`src/rtl/mac_tx_ctrl.sv`:
```
// mac_tx_ctrl: client-to-MAC transmit controller.
// Buffers client beats tagged {dval,sop,eop} plus mod in a small FIFO. Stray
// beats outside a frame are dropped, and a sop inside an open frame closes that
// frame as corrupt. The controller drives the MAC ff_tx_* interface through one
// output register stage and honours ff_tx_rdy backpressure.
// Optional build macro MAC_TX_PAD_EN: frames shorter than MIN_FRAME bytes are
// zero-padded on the way out.
// Ports:
//   clk, rst_n                 clock, asynchronous active-low reset
//   client_txd                 client beat data
//   client_tx_valid            {dval, sop, eop}
//   client_tx_mod              invalid byte count on the eop beat
//   client_tx_ready            buffer can accept a beat
//   ff_tx_clk                  copy of clk for the MAC
//   ff_tx_data/sop/eop/wren    MAC beat and its framing
//   ff_tx_mod/err              eop-qualified invalid bytes and corrupt flag
//   ff_tx_crc_fwd              tied low, so the MAC appends the CRC
//   ff_tx_rdy                  MAC takes the beat when wren and rdy are both high
//   drop_cnt                   saturating count of dropped beats and aborted frames
module mac_tx_ctrl #(
  parameter int unsigned DATA_WIDTH = 8,
  parameter int unsigned FIFO_DEPTH = 8,
  parameter int unsigned MIN_FRAME  = 60
) (
  input  logic                  clk,
  input  logic                  rst_n,
  input  logic [DATA_WIDTH-1:0] client_txd,
  input  logic [2:0]            client_tx_valid,
  input  logic [1:0]            client_tx_mod,
  output logic                  client_tx_ready,
  output logic                  ff_tx_clk,
  output logic [DATA_WIDTH-1:0] ff_tx_data,
  output logic                  ff_tx_sop,
  output logic                  ff_tx_eop,
  output logic                  ff_tx_wren,
  output logic [1:0]            ff_tx_mod,
  output logic                  ff_tx_err,
  output logic                  ff_tx_crc_fwd,
  input  logic                  ff_tx_rdy,
  output logic [15:0]           drop_cnt
);

  localparam int unsigned AW = $clog2(FIFO_DEPTH);
  localparam int unsigned CW = AW + 1;

  typedef struct packed {
    logic [DATA_WIDTH-1:0] data;
    logic                  sop;
    logic                  eop;
    logic [1:0]            mod;
    logic                  err;
  } entry_t;

  typedef enum logic {W_IDLE, W_FRAME} wstate_e;

  // Reject illegal configurations at elaboration.
  if (!(DATA_WIDTH == 8 || DATA_WIDTH == 32) || FIFO_DEPTH < 4 ||
      (FIFO_DEPTH & (FIFO_DEPTH - 1)) != 0 ||
      (MIN_FRAME % (DATA_WIDTH / 8)) != 0) begin : g_bad_cfg
    $error("mac_tx_ctrl: illegal parameter combination");
  end

  logic          in_dval, in_sop, in_eop, acc;
  wstate_e       wst_q;
  logic          wr_en, drop_evt;
  entry_t        wr_entry;
  entry_t        mem_q [FIFO_DEPTH];
  logic [AW-1:0] wr_ptr_q, rd_ptr_q;
  logic [CW-1:0] count_q, count_d;
  logic          ready_q, empty, pop, load;
  entry_t        rd_entry, nxt, out_q;
  logic          nxt_vld, vld_q;
  logic [15:0]   drop_q;

  assign {in_dval, in_sop, in_eop} = client_tx_valid;
  assign acc = in_dval & ready_q;

  // Framing decode of the accepted beat into a FIFO write.
  always_comb begin
    wr_en         = 1'b0;
    drop_evt      = 1'b0;
    wr_entry      = '0;
    wr_entry.data = client_txd;
    if (acc) begin
      if (wst_q == W_IDLE) begin
        if (in_sop) begin
          wr_en        = 1'b1;
          wr_entry.sop = 1'b1;
          wr_entry.eop = in_eop;
          wr_entry.mod = in_eop ? client_tx_mod : 2'b00;
        end else begin
          drop_evt = 1'b1;
        end
      end else if (in_sop) begin
        // Abort: this beat closes the open frame as corrupt; its own frame is lost.
        wr_en        = 1'b1;
        wr_entry.eop = 1'b1;
        wr_entry.err = 1'b1;
        drop_evt     = 1'b1;
      end else begin
        wr_en        = 1'b1;
        wr_entry.eop = in_eop;
        wr_entry.mod = in_eop ? client_tx_mod : 2'b00;
      end
    end
  end

  // Write FSM: tracks whether a client frame is open.
  always_ff @(posedge clk or negedge rst_n) begin
    if (!rst_n) begin
      wst_q <= W_IDLE;
    end else if (acc) begin
      case (wst_q)
        W_IDLE:  if (in_sop && !in_eop) wst_q <= W_FRAME;
        W_FRAME: if (in_sop || in_eop) wst_q <= W_IDLE;
        default: wst_q <= W_IDLE;
      endcase
    end
  end

  // Beat storage.
  always_ff @(posedge clk) begin
    if (wr_en) mem_q[wr_ptr_q] <= wr_entry;
  end

  assign rd_entry = mem_q[rd_ptr_q];
  assign empty    = (count_q == '0);
  assign load     = ~vld_q | ff_tx_rdy;
  assign count_d  = count_q + CW'(wr_en) - CW'(pop);

  // Pointers and occupancy; ready comes from next-state occupancy.
  always_ff @(posedge clk or negedge rst_n) begin
    if (!rst_n) begin
      wr_ptr_q <= '0;
      rd_ptr_q <= '0;
      count_q  <= '0;
      ready_q  <= 1'b0;
    end else begin
      if (wr_en) wr_ptr_q <= wr_ptr_q + AW'(1);
      if (pop)   rd_ptr_q <= rd_ptr_q + AW'(1);
      count_q <= count_d;
      ready_q <= (count_d != CW'(FIFO_DEPTH));
    end
  end

  // Saturating drop/abort counter.
  always_ff @(posedge clk or negedge rst_n) begin
    if (!rst_n) begin
      drop_q <= '0;
    end else if (drop_evt && drop_q != 16'hFFFF) begin
      drop_q <= drop_q + 16'd1;
    end
  end

`ifdef MAC_TX_PAD_EN
  localparam int unsigned W = DATA_WIDTH / 8;

  typedef enum logic [1:0] {R_IDLE, R_DATA, R_PAD} rstate_e;

  rstate_e     rs_q, rs_d;
  logic [15:0] bytes_q, bytes_d, base, frame_bytes;
  logic        pad_err_q, pad_err_d;

  // Read side with short-frame padding; the FIFO is not read while padding.
  always_comb begin
    rs_d        = rs_q;
    bytes_d     = bytes_q;
    pad_err_d   = pad_err_q;
    pop         = 1'b0;
    nxt_vld     = 1'b0;
    nxt         = '0;
    base        = rd_entry.sop ? 16'd0 : bytes_q;
    // Counting stops once MIN_FRAME is reached, so long frames cannot wrap it.
    frame_bytes = (base >= 16'(MIN_FRAME)) ? base : base + 16'(W) - 16'(rd_entry.mod);
    if (load) begin
      if (rs_q == R_PAD) begin
        nxt_vld = 1'b1;
        bytes_d = bytes_q + 16'(W);
        if (bytes_d >= 16'(MIN_FRAME)) begin
          nxt.eop = 1'b1;
          nxt.err = pad_err_q;
          rs_d    = R_IDLE;
        end
      end else if (!empty) begin
        pop     = 1'b1;
        nxt_vld = 1'b1;
        nxt     = rd_entry;
        bytes_d = frame_bytes;
        rs_d    = R_DATA;
        if (rd_entry.eop) begin
          rs_d = R_IDLE;
          if (!rd_entry.err && frame_bytes < 16'(MIN_FRAME)) begin
            // Invalid tail bytes become zero pad, so the beat now counts as W bytes.
            nxt.eop = 1'b0;
            nxt.mod = 2'b00;
            for (int unsigned b = 0; b < W; b++) begin
              if (b < 32'(rd_entry.mod)) nxt.data[b*8 +: 8] = 8'h00;
            end
            bytes_d   = base + 16'(W);
            pad_err_d = rd_entry.err;
            rs_d      = R_PAD;
          end
        end
      end
    end
  end

  // Read FSM state and byte count.
  always_ff @(posedge clk or negedge rst_n) begin
    if (!rst_n) begin
      rs_q      <= R_IDLE;
      bytes_q   <= '0;
      pad_err_q <= 1'b0;
    end else begin
      rs_q      <= rs_d;
      bytes_q   <= bytes_d;
      pad_err_q <= pad_err_d;
    end
  end
`else
  // Read side: frames pass through unmodified.
  always_comb begin
    pop     = load & ~empty;
    nxt_vld = pop;
    nxt     = pop ? rd_entry : '0;
  end
`endif

  // Output register stage; holds while the MAC stalls.
  always_ff @(posedge clk or negedge rst_n) begin
    if (!rst_n) begin
      vld_q <= 1'b0;
      out_q <= '0;
    end else if (load) begin
      vld_q <= nxt_vld;
      out_q <= nxt;
    end
  end

  assign client_tx_ready = ready_q;
  assign ff_tx_clk       = clk;
  assign ff_tx_data      = out_q.data;
  assign ff_tx_sop       = out_q.sop;
  assign ff_tx_eop       = out_q.eop;
  assign ff_tx_mod       = out_q.mod;
  assign ff_tx_err       = out_q.err;
  assign ff_tx_wren      = vld_q;
  assign ff_tx_crc_fwd   = 1'b0;
  assign drop_cnt        = drop_q;

endmodule

```
`config.mk`:
```
export PLATFORM = sky130hd
export DESIGN_NAME = mac_tx_ctrl
export DESIGN_NICKNAME = d
export VERILOG_FILES = /design/src/rtl/mac_tx_ctrl.sv
export SDC_FILE = /design/constraint.sdc
export NUM_CORES = 1
export LEC_CHECK = 0
export ABC_CLOCK_PERIOD_IN_PS = 4000
export BUFFER_PORTS_ARGS = -buffer_cell sky130_fd_sc_hd__buf_4
export CORE_UTILIZATION = 25
export DETAILED_ROUTE_END_ITERATION = 16
export PLACE_DENSITY = 0.51
export RECOVER_POWER = 50
export REMOVE_ABC_BUFFERS = 1
export SYNTH_ARGS = -nofsm -noshare
export SYNTH_HDL_FRONTEND = slang
export SYNTH_SLANG_ARGS = --single-unit
```
`constraint.sdc`:
```
create_clock -name clk -period 4 [get_ports clk]
set_input_delay 0.4 -clock clk [delete_from_list [all_inputs] [get_ports clk]]
set_output_delay 0.4 -clock clk [all_outputs]
set_load 0.005 [all_outputs]
```
==> results_dict.tcl <==
set metrics [dict create \
    synth_edf_count 104 \
    drt_wl_total_um 12100 \
    hold_buffers 1 \
    routed_via_density 4.19 \
    grt_overflow 0 \
    drt-initial-drc-count 189 \
    synth_seq_area_share_pct 70.6 \
    worst_slew_pin_slew_ps 2460 \
    hold_class "in2reg" \
    gp_congestion 0.777 \
    finalSetupViolations 0 \
    period_minus_slack_ps 2770 \
    place_hpwl_um 7640 \
    antenna_left 0 \
    start_util_pct 25.8 \
    worst_slack_ps 1230 \
    ctsResizeCount 0 \
    core-area_um2 22900 \
    worstSetupPathType "reg2reg" \
    path_cells "inv_1 -> ha_1 -> nor3b_1 -> or2_2 -> inv_1 -> ha_1 -> inv_1 -> ha_1 -> fa_1 -> xor2_1 -> nor3_1 -> nand2_1" \
    antenna_cells 0 \
    slew_headroom_pct -63.8 \
    path_clk_slew_ps 60 \
    hold_viol 0 \
    grt_antenna_before_repair 0 \
    ys.flop_type "edfxtp_1" \
    io_buffer_count 47 \
    max_freq_mhz 361 \
    cp.required_ps 4410 \
    fp.dieH_um 156 \
    maxCapViolCount 1 \
    final_nets 442 \
    worstPathBufferInverterCount 3 \
    vias 3099 \
    critPathTopFamily "adder cells" \
    ir_drop_mv 0.318 \
    grt_pass1_wl_um 19400 \
    area_delta_synth_final_pct 23.5 \
    ioPinCount 49 \
    yosysWarnings 0 \
    grt_max_degree 43 \
    dieArea_um2 24300 \
    first_pass_iters 4 \
    post-route-period-util_pct 69.3 \
    synth_cell_type_count 39 \
    track_usage_pct 11.0 \
    wl_per_cell_um 16.4 \
    finalMaxSlewViolations 43 \
    rrSetupSlack_ps 1230 \
    violations "max-capacitance violations, max-slew violations" \
    critPathSlowestCell "fa_1" \
    synth-seq-cells 146 \
    num_rows 55 \
    rsz0062_at_grt "no" \
    synthCells 347 \
    clk_latency_ps 530 \
    power.density_nw_per_um2 689 \
    synth_area_um2 5910 \
    drc 0 \
    finClkSkew_ps 8.69 \
    critPathArrivalTime_ps 3180 \
    cts_tree "yes" \
    setup-tns-final_ps 0 \
    critPathMaxFanout 16 \
    pre_cts_ws_ps 1170 \
    status "finished, violations left" \
    drive_above_1_share_pct 26.2 \
    critPathLaunchType "register" \
    cts_setup_buffers 0 \
    max_stage_delay_ps 380 \
    leakage_nw 2.74 \
    async_flop_share_pct 28.8 \
    worstSetupEndpointType "register" \
    avgSynthCellArea_um2 17.0 \
    grt_pass1_vias 3375 \
    die_w_um 156 \
]
==> state kept, by name, indices dropped and copies added (netlist names) <==
register,count
client_tx_ready,1
count_q,4
drop_cnt,16
ff_tx_data,8
ff_tx_eop,1
ff_tx_err,1
ff_tx_mod,2
ff_tx_sop,1
ff_tx_wren,1
mem_q,104
rd_ptr_q,3
wr_ptr_q,3
wst_q,1
==> report_power, final <==
| group | switching [mW] | internal, mW |
|---|---|---|
| logic | 0.506 | 0.618 |
| registers | 0.290 | 1.89 |
| clock network | 0.666 | 1.06 |
| total | 1.46 | 3.57 |
==> per-layer routing <==
| metal | wire length, um | track usage (%) | part of all wire (%) |
|---|---|---|---|
| met5 | 0 | 0 | 0 |
| met4 | 201 | 5.32 | 1.7 |
| met3 | 318 | 2.89 | 2.6 |
| met2 | 6120 | 18.1 | 51 |
| met1 | 5460 | 13.5 | 45 |
==> cell usage in the layout (no fill, tap or decap), drive strengths merged, types with 7 or more instances in the layout <==
cell type / instances
edfxtp: 104
mux4: 26
clkbuf: 50
ha: 11
inv: 15
dfrtp: 42
clkinv: 8
mux2i: 13
nor3: 8
xnor2: 7
o21ai: 15
nand2: 30
buf: 26
xor2: 13
nor2: 12
==> final cells by class <==
| type | instances | area [um2] |
|---|---|---|
| inverter | 12 | 45.0 |
| clock inverter | 15 | 159 |
| multi-input combinational | 177 | 1650 |
| tap | 313 | 392 |
| sequential | 146 | 4170 |
| fill | 2226 | 15600 |
| timing repair buffer | 56 | 374 |
| clock buffer | 21 | 508 |
==> Yosys cell counts, drive strengths merged, types with 7 or more instances <==
cell	count	share of area [%]
o21ai	15	1.3
xor2	13	1.9
nor2	12	0.76
nor3	8	0.68
edfxtp	104	53
xnor2	7	1.0
dfrtp	42	18
nand2	30	1.9
mux4	26	9.9
inv	12	0.76
ha	11	2.3
buf	10	0.93
mux2i	13	2.2
==> tightest hold or removal path, cell delays in order <==
cell     delay, ps
buf_4          100
a21oi_1         40
a21o_1         140
==> cells by family after synthesis <==
kind of cell / synth area share (%)
adders and majority gates: 2.67
other: 0.0634
AOI/OAI and AO/OA: 2.48
muxes: 12.5
buffers and inverters: 1.82
and+or+nand+nor: 6.88
DFF: 70.6
xor gates and xnor gates: 2.96
==> per-stage QoR <==
stage / hold WS, ps / instance area (um2) / std cells / utilization, % / total power [mW]
6_report: 183 / 7300 / 740 / 31.9 / 5.03
5_1_grt: 190 / 7300 / 740 / 31.9 / 5.31
4_1_cts: 78.9 / 7350 / 740 / 32.1 / 5.14
3_5_place_dp: 452 / 6680 / 704 / 29.2 / 3.41
3_3_place_gp: 430 / 6680 / 704 / 29.2 / 3.38
2_1_floorplan: 104 / 5850 / 335 / - / 2.87
==> path summary, 6_finish.rpt <==
| kind | start | endpoint | cells after the start |
|---|---|---|---|
| min | client_tx_valid[0] | wst_q | 3 |
| min in group asynchronous | rst_n | drop_cnt[7] | 2 |
| max | count_q[2] | client_tx_ready | 12 |
| max in group asynchronous | rst_n | rd_ptr_q[2] | 2 |
| min reg2reg | ff_tx_sop | ff_tx_sop | 2 |
| max reg2reg | count_q[2] | client_tx_ready | 12 |
No activity file was read; power rests on OpenSTA's default activity.
